### config.mk
export PLATFORM = sky130hd
export DESIGN_NAME = cache_axi_rd_arbiter
export DESIGN_NICKNAME = d
export VERILOG_FILES = /design/src/rtl/cache_axi_rd_arbiter.sv
export SDC_FILE = /design/constraint.sdc
export NUM_CORES = 1
export LEC_CHECK = 0
export BUFFER_PORTS_ARGS = -buffer_cell sky130_fd_sc_hd__buf_2
export CAP_MARGIN = 30
export CORE_AREA = 2 2 88 90
export CTS_CLUSTER_SIZE = 16
export DETAILED_ROUTE_END_ITERATION = 8
export DIE_AREA = 0 0 90 92
export PLACE_DENSITY = 0.76
export REMOVE_ABC_BUFFERS = 1
export SLEW_MARGIN = 20
export SYNTH_ARGS = -nofsm -noshare
export SYNTH_HDL_FRONTEND = slang
export SYNTH_SLANG_ARGS = --single-unit
### constraint.sdc
create_clock -name clk -period 2.3 [get_ports clk]
set_input_delay 0.345 -clock clk [delete_from_list [all_inputs] [get_ports clk]]
set_output_delay 0.345 -clock clk [all_outputs]
set_load 0.02 [all_outputs]
### src/rtl/cache_axi_rd_arbiter.sv
// Two-port (instruction/data cache) read arbiter onto a single AXI read channel.
// Exactly one transaction outstanding; round-robin on simultaneous requests.
module cache_axi_rd_arbiter #(
    parameter int ADDR_W = 32,
    parameter int DATA_W = 32
) (
    input  logic              clk,
    input  logic              rst,

    input  logic [ADDR_W-1:0] i_araddr,
    input  logic [3:0]        i_arlen,
    input  logic              i_arvalid,
    output logic              i_arready,
    output logic [DATA_W-1:0] i_rdata,
    output logic              i_rlast,
    output logic              i_rvalid,
    input  logic              i_rready,

    input  logic [ADDR_W-1:0] d_araddr,
    input  logic [3:0]        d_arlen,
    input  logic              d_arvalid,
    output logic              d_arready,
    output logic [DATA_W-1:0] d_rdata,
    output logic              d_rlast,
    output logic              d_rvalid,
    input  logic              d_rready,

    output logic [3:0]        m_arid,
    output logic [ADDR_W-1:0] m_araddr,
    output logic [3:0]        m_arlen,
    output logic              m_arvalid,
    input  logic              m_arready,
    input  logic [DATA_W-1:0] m_rdata,
    input  logic              m_rlast,
    input  logic              m_rvalid,
    output logic              m_rready,

    output logic              proto_err
);

    typedef enum logic [1:0] {
        S_IDLE,
        S_ADDR,
        S_DATA
    } state_t;

    state_t            state_q, state_d;
    logic              grant_q, grant_d;      // 0 = instruction port, 1 = data port
    logic              last_grant_q;
    logic [ADDR_W-1:0] addr_q;
    logic [3:0]        len_q;
    logic [3:0]        beat_q;
    logic              proto_err_q;
    logic              in_data;
    logic              beat_fire;

    assign in_data   = (state_q == S_DATA);
    assign beat_fire = in_data && m_rvalid && m_rready;

    // NOTE: every signal driven here gets a default first, so no path leaves one unassigned (no latches).
    always_comb begin
        state_d   = state_q;
        grant_d   = grant_q;
        i_arready = 1'b0;
        d_arready = 1'b0;
        case (state_q)
            S_IDLE: begin
                if (i_arvalid || d_arvalid) begin
                    // On a tie the port that did not win last time is served.
                    grant_d   = (i_arvalid && d_arvalid) ? ~last_grant_q : d_arvalid;
                    i_arready = ~grant_d;
                    d_arready = grant_d;
                    state_d   = S_ADDR;
                end
            end
            S_ADDR: begin
                if (m_arready) state_d = S_DATA;
            end
            S_DATA: begin
                if (beat_fire && m_rlast) state_d = S_IDLE;
            end
            default: state_d = S_IDLE;
        endcase
    end

    assign m_arvalid = (state_q == S_ADDR);
    assign m_arid    = {3'b000, grant_q};
    assign m_araddr  = addr_q;
    assign m_arlen   = len_q;
    assign m_rready  = in_data && (grant_q ? d_rready : i_rready);
    assign proto_err = proto_err_q;

    assign i_rvalid  = in_data && !grant_q && m_rvalid;
    assign i_rlast   = in_data && !grant_q && m_rlast;
    assign i_rdata   = (in_data && !grant_q) ? m_rdata : '0;
    assign d_rvalid  = in_data && grant_q && m_rvalid;
    assign d_rlast   = in_data && grant_q && m_rlast;
    assign d_rdata   = (in_data && grant_q) ? m_rdata : '0;

    // NOTE: state registers use non-blocking assignments so every flop samples pre-edge values.
    always_ff @(posedge clk) begin
        if (rst) begin
            state_q      <= S_IDLE;
            grant_q      <= 1'b0;
            last_grant_q <= 1'b0;
            addr_q       <= '0;
            len_q        <= '0;
            beat_q       <= '0;
            proto_err_q  <= 1'b0;
        end else begin
            state_q <= state_d;
            if (state_q == S_IDLE && state_d == S_ADDR) begin
                grant_q <= grant_d;
                addr_q  <= grant_d ? d_araddr : i_araddr;
                len_q   <= grant_d ? d_arlen  : i_arlen;
            end
            if (state_q == S_ADDR && m_arready) beat_q <= '0;
            if (beat_fire) begin
                beat_q <= beat_q + 4'd1;
                // Length mismatch is only flagged; termination still follows m_rlast.
                if (m_rlast != (beat_q == len_q)) proto_err_q <= 1'b1;
                if (m_rlast) last_grant_q <= grant_q;
            end
        end
    end

endmodule

Word-level counts from Yosys, hierarchy flattened
Cells that the tools add are included.

cells by class
  add/subtract/negate cells = 1
  equal/unequal tests = 5
  mux-type cells = 18
  bitwise logic cells = 2
  reduce and logical (&&, ||, !) cells = 19

operators by type and width
  cell                 count
  $mux 32              3
  $logic_and 1x1->1    13
  $mux 4               3
  $mux 1               8
  $mux 2               3
  $pmux 2 s3           1
  $add 4x1->4 const B  1
  $eq 2x1->1 const B   2
  $eq 4x4->1           1
  $reduce_and 2->1     2
  $eq 2x2->1 const B   1
  $logic_not 2->1      1
  $not 1->1            2
  $reduce_bool 2->1    1
  $logic_not 1->1      1
  $logic_or 1x1->1     1
  $ne 1x1->1           1

storage, ports and cells
  bits in registers = 45
  word-level logic and storage cells = 52

Logic depth before layout (Yosys ltp)
  word-level depth = 8
  depth in mapped cells = 6
  gate-level depth less buffers = 4

Worst setup path before layout
No wires, ideal clock.

  kind = reg-to-reg
  start point = register state_q[0]
  end point = register addr_q[0], in the netlist m_araddr[0]
  arrival time = 1411 ps
  data required time = 2163 ps
  path slack = 752 ps
  cell stages (with the launch flop) = 7
  buffers on the path = 2
  period minus slack after synthesis = 1548 ps
  cells stage by stage = dfxtp_1 > or3b_1 > a22oi_2 > buf_6 > buf_12 > mux2i_1 > a211oi_1

between the ends
  word-level cells in the longest chain between the ends = 8

RTL lines
  element                               RTL line  RTL
  start: declaration                    47        state_t state_q, state_d;
  start signal: assignment              111       state_q <= state_d;
  $eq 2x2->1                            57, 66
  $logic_and 1x1->1 (on tied branches)  58, 90
  $logic_and 1x1->1                     58        assign beat_fire = in_data && m_rvalid && m_rready;
  $logic_and 1x1->1                     80        if (beat_fire && m_rlast) state_d = S_IDLE;
  $mux 2                                80
  $pmux 2 s3                            66        case (state_q)
  $eq 2x1->1                            112       if (state_q == S_IDLE && state_d == S_ADDR) begin
  $logic_and 1x1->1                     112
  end signal: assignment                114       addr_q <= grant_d ? d_araddr : i_araddr;
  end: declaration                      50        logic [ADDR_W-1:0] addr_q;

Several ways; a longest one is shown, not always the timed one.
A chain may end at the register's enable or synchronous reset.

Worst setup path after layout
  start point = register state_q[1]
  end point = output i_rdata[7]

between the ends
  word-level cells in the longest chain between the ends = 3

RTL lines
  element            RTL line  RTL
  $eq 2x2->1         57        assign in_data = (state_q == S_DATA);
  $logic_and 1x1->1  95        assign i_rdata = (in_data && !grant_q) ? m_rdata : '0;
  $mux 32            95
  end: declaration   14        output logic [DATA_W-1:0] i_rdata,

Every way passes these cells.

==> flow_summary_export.csv <==
group,metric,value,unit
status,run_status,"complete, no violations",
cts,clk_latency,0.29,ns
cts,cts_tree,"done",
grt,grt_max_degree,73,
critical_path,cp.required,1.96,ns
power_and_ir_drop,vdd_ir_drop_max,0.000411,V
cts,cts_buffer_depth,2,
cells_and_area,fin_nets,627,
cts,ctsResizeCount,0,
power_and_ir_drop,p_switching,0.000770,W
yosys,avgSynthCellArea,8.61,um2
timing,clock_skew,0.0120,ns
cts,h-tree-depth,2,
timing,hold_viol,0,
timing,relSlewSlack,0.601,
power_and_ir_drop,p_total,0.00229,W
die,die_width,90,um
cells_and_area,area_growth,47.8,%
yosys,ys_types,35,
power_and_ir_drop,p_int,0.00152,W
die,rows,32,
critical_path,critPathKind,"reg2out",
timing,finalMaxSlewViolations,0,
detailed_routing,ant_nets,0,
run,drv_cap,0,
power_and_ir_drop,sw_frac_of_total,0.336,
yosys,ys_ff_latch,45,
cts,clk_pin_slew,0.08,ns
timing,period_minus_slack,1.98,ns
yosys,synth_top_area_cell,"dfxtp_1",
power_and_ir_drop,power_density,593,nW/um2
timing,worst_pin_slew,0.598,ns
cts,root_buffer,"clkbuf_8",
detailed_routing,routed_wl,8.06,mm
placement,post-place-ws,0.489,ns
critical_path,cp-start-kind,"flop",
yosys,yosysTopAreaCellShare,0.344,
placement,io_buffer_count,222,
critical_path,crit_family,"simple AND/OR/NAND/NOR gates",
placement,hpwl,6.67,mm
timing,fin_ws,0.324,ns
detailed_routing,post_drt_wl_per_cell,13.1,um
timing,tns,0,ns
cts,hold_buffers,0,
timing,rsz0062_at_grt,"no",
die,ios,226,
timing,whs,0.362,ns
timing,setup_violations,0,
yosys,synth.area.top_cells,"dfxtp_1 34%, and2_1 16%, mux2i_1 15%",
detailed_routing,drc,0,
critical_path,cp_slowest_cell,"dfxtp_1",
detailed_routing,firstDrtPassIters,4,
cts,cts_setup_buffers,0,
placement,gp_congestion,0.808,
critical_path,crit_chain,"nand2b_1 -> nor2_1 -> buf_4 -> and2_1 -> buf_2",
timing,min_period_over_period,0.859,
power_and_ir_drop,leakagePower,2.17,nW
grt,track_usage,0.185,
critical_path,path_buf_inv,2,
yosys,synth-warning-count,0,
power_and_ir_drop,seq_power_share,0.405,
grt,grt_pass1_vias,2588,
yosys,ys_async_sr_fraction,0,
grt,antenna_found_initial,1,
critical_path,critical_path.max_stage_delay,0.44,ns
yosys,synth_area,2620,um2
yosys,synth_edf_count,0,
critical_path,cp_max_fo,34,
die,die_y,92,um
cells_and_area,layout-drive-gt1-share,0.465,
detailed_routing,routed_via_density,4.62,
cts,cts_buffers,5,
yosys,synth_flop_cell,"dfxtp_1",
power_and_ir_drop,p_clk_frac,0.259,
grt,gr-total-overflow,0,
yosys,synthCells,304,
detailed_routing,vias,2850,
yosys,ys_seq_area_frac,0.344,
timing,fmax,506,MHz
grt,grt_pass1_wl,12.4,mm
cts,clock_sinks,45,
critical_path,worstPathArrival,1.63,ns
hold_path,hold_class,"in2reg",
power_and_ir_drop,comb_power_share,0.336,
detailed_routing,drtIter0Drc,54,
critical_path,endpoint_kind,"output port",
die,initial_core_util,0.351,
die,coreArea,7450,um2
die,die_area,8280,um2
[per-layer routing]
metal / vias up / wire length [um] / track usage
li1: 1455 / - / -
met1: 1234 / 2880 / 0.191
met2: 148 / 4250 / 0.352
met4: 0 / 217 / 0.0705
met3: 13 / 708 / 0.0534
met5: - / 0 / 0
[Yosys cell counts, types with 2 or more instances]
cell / number
and2_1: 69
nor2_1: 47
dfxtp_1: 45
mux2i_1: 38
a211oi_1: 36
clkbuf_1: 18
a21oi_1: 5
buf_4: 4
nand2_1: 4
nand3_1: 4
xnor2_1: 4
buf_12: 3
and3b_1: 2
inv_1: 2
nand2b_1: 2
nor3_1: 2
[state kept, by name, summed over array words and instances (netlist names)]
register / count
proto_err: 1
grant_q: 1
m_arlen: 4
state_q: 2
m_araddr: 32
beat_q: 4
last_grant_q: 1
[worst min-delay path, delay by kind of cell]
kind            cells  cell delay, ns
simple gates        1            0.10
compound gates      1            0.06
buf+inv             1            0.10
[stage by stage]
stage	util	area (um2)	instances
6_report	0.519	3870	617
3_3_place_gp	0.504	3750	608
5_1_grt	0.519	3870	617
3_5_place_dp	0.504	3750	608
4_1_cts	0.519	3860	616
2_1_floorplan	-	2450	279
[cell usage in the layout (no fill, tap or decap), types with 2 or more instances in the layout]
master    instances
a21oi_1           5
and3b_1           2
buf_2           222
nand2_1           4
inv_1             2
nor2_1           47
nand3_1           4
dfxtp_1          45
clkbuf_8          5
a211oi_1         36
nor3_1            2
nand2b_1          2
xnor2_1           4
and2_1           69
mux2i_1          38
buf_12            2
conb_1            3
buf_4             3
[power by group through the flow]
stage,Sequential [W],Combinational (W),Clock [W]
6_report,0.000929,0.000771,0.000594
5_1_grt,0.000943,0.000844,0.000646
4_1_cts,0.000931,0.000778,0.000616
3_5_place_dp,0.000947,0.000778,0
3_3_place_gp,0.000946,0.000762,0
2_1_floorplan,0.00105,0.000371,0
[path summary, 6_finish.rpt]
| kind | startpoint | to | slack, ns | depth (start not counted) |
|---|---|---|---|---|
| worst min-delay path | m_arready | state_q[0] | 0.36 | 3 |
| worst max-delay path | state_q[1] | i_rdata[7] | 0.32 | 5 |
| worst max register to register | state_q[0] | m_araddr[12] | 0.58 | 5 |
| worst min register to register | m_araddr[21] | m_araddr[21] | 0.50 | 2 |
[logic make-up after synthesis]
logic type,after synthesis,share of synthesized area
AO/OA/AOI/OAI,48,0.135
XOR/XNOR,5,0.0167
adder cells (fa/ha/maj),1,0.00478
buffers and inverters,29,0.0693
flip-flops,45,0.344
multiplexers,39,0.150
other,1,0.00143
AND/OR/NAND/NOR,136,0.279
[area by class of cell]
class	instances	area (um2)
Fill cell	726	3580
Inverter	2	7.51
Sequential cell	45	901
Clock inverter	2	38.8
Timing Repair Buffer	227	1170
Tap cell	102	128
Clock buffer	6	72.6
Multi-Input combinational cell	232	1540
Antenna cell	1	2.50
Note: power is estimated with default switching activity, not from simulation.
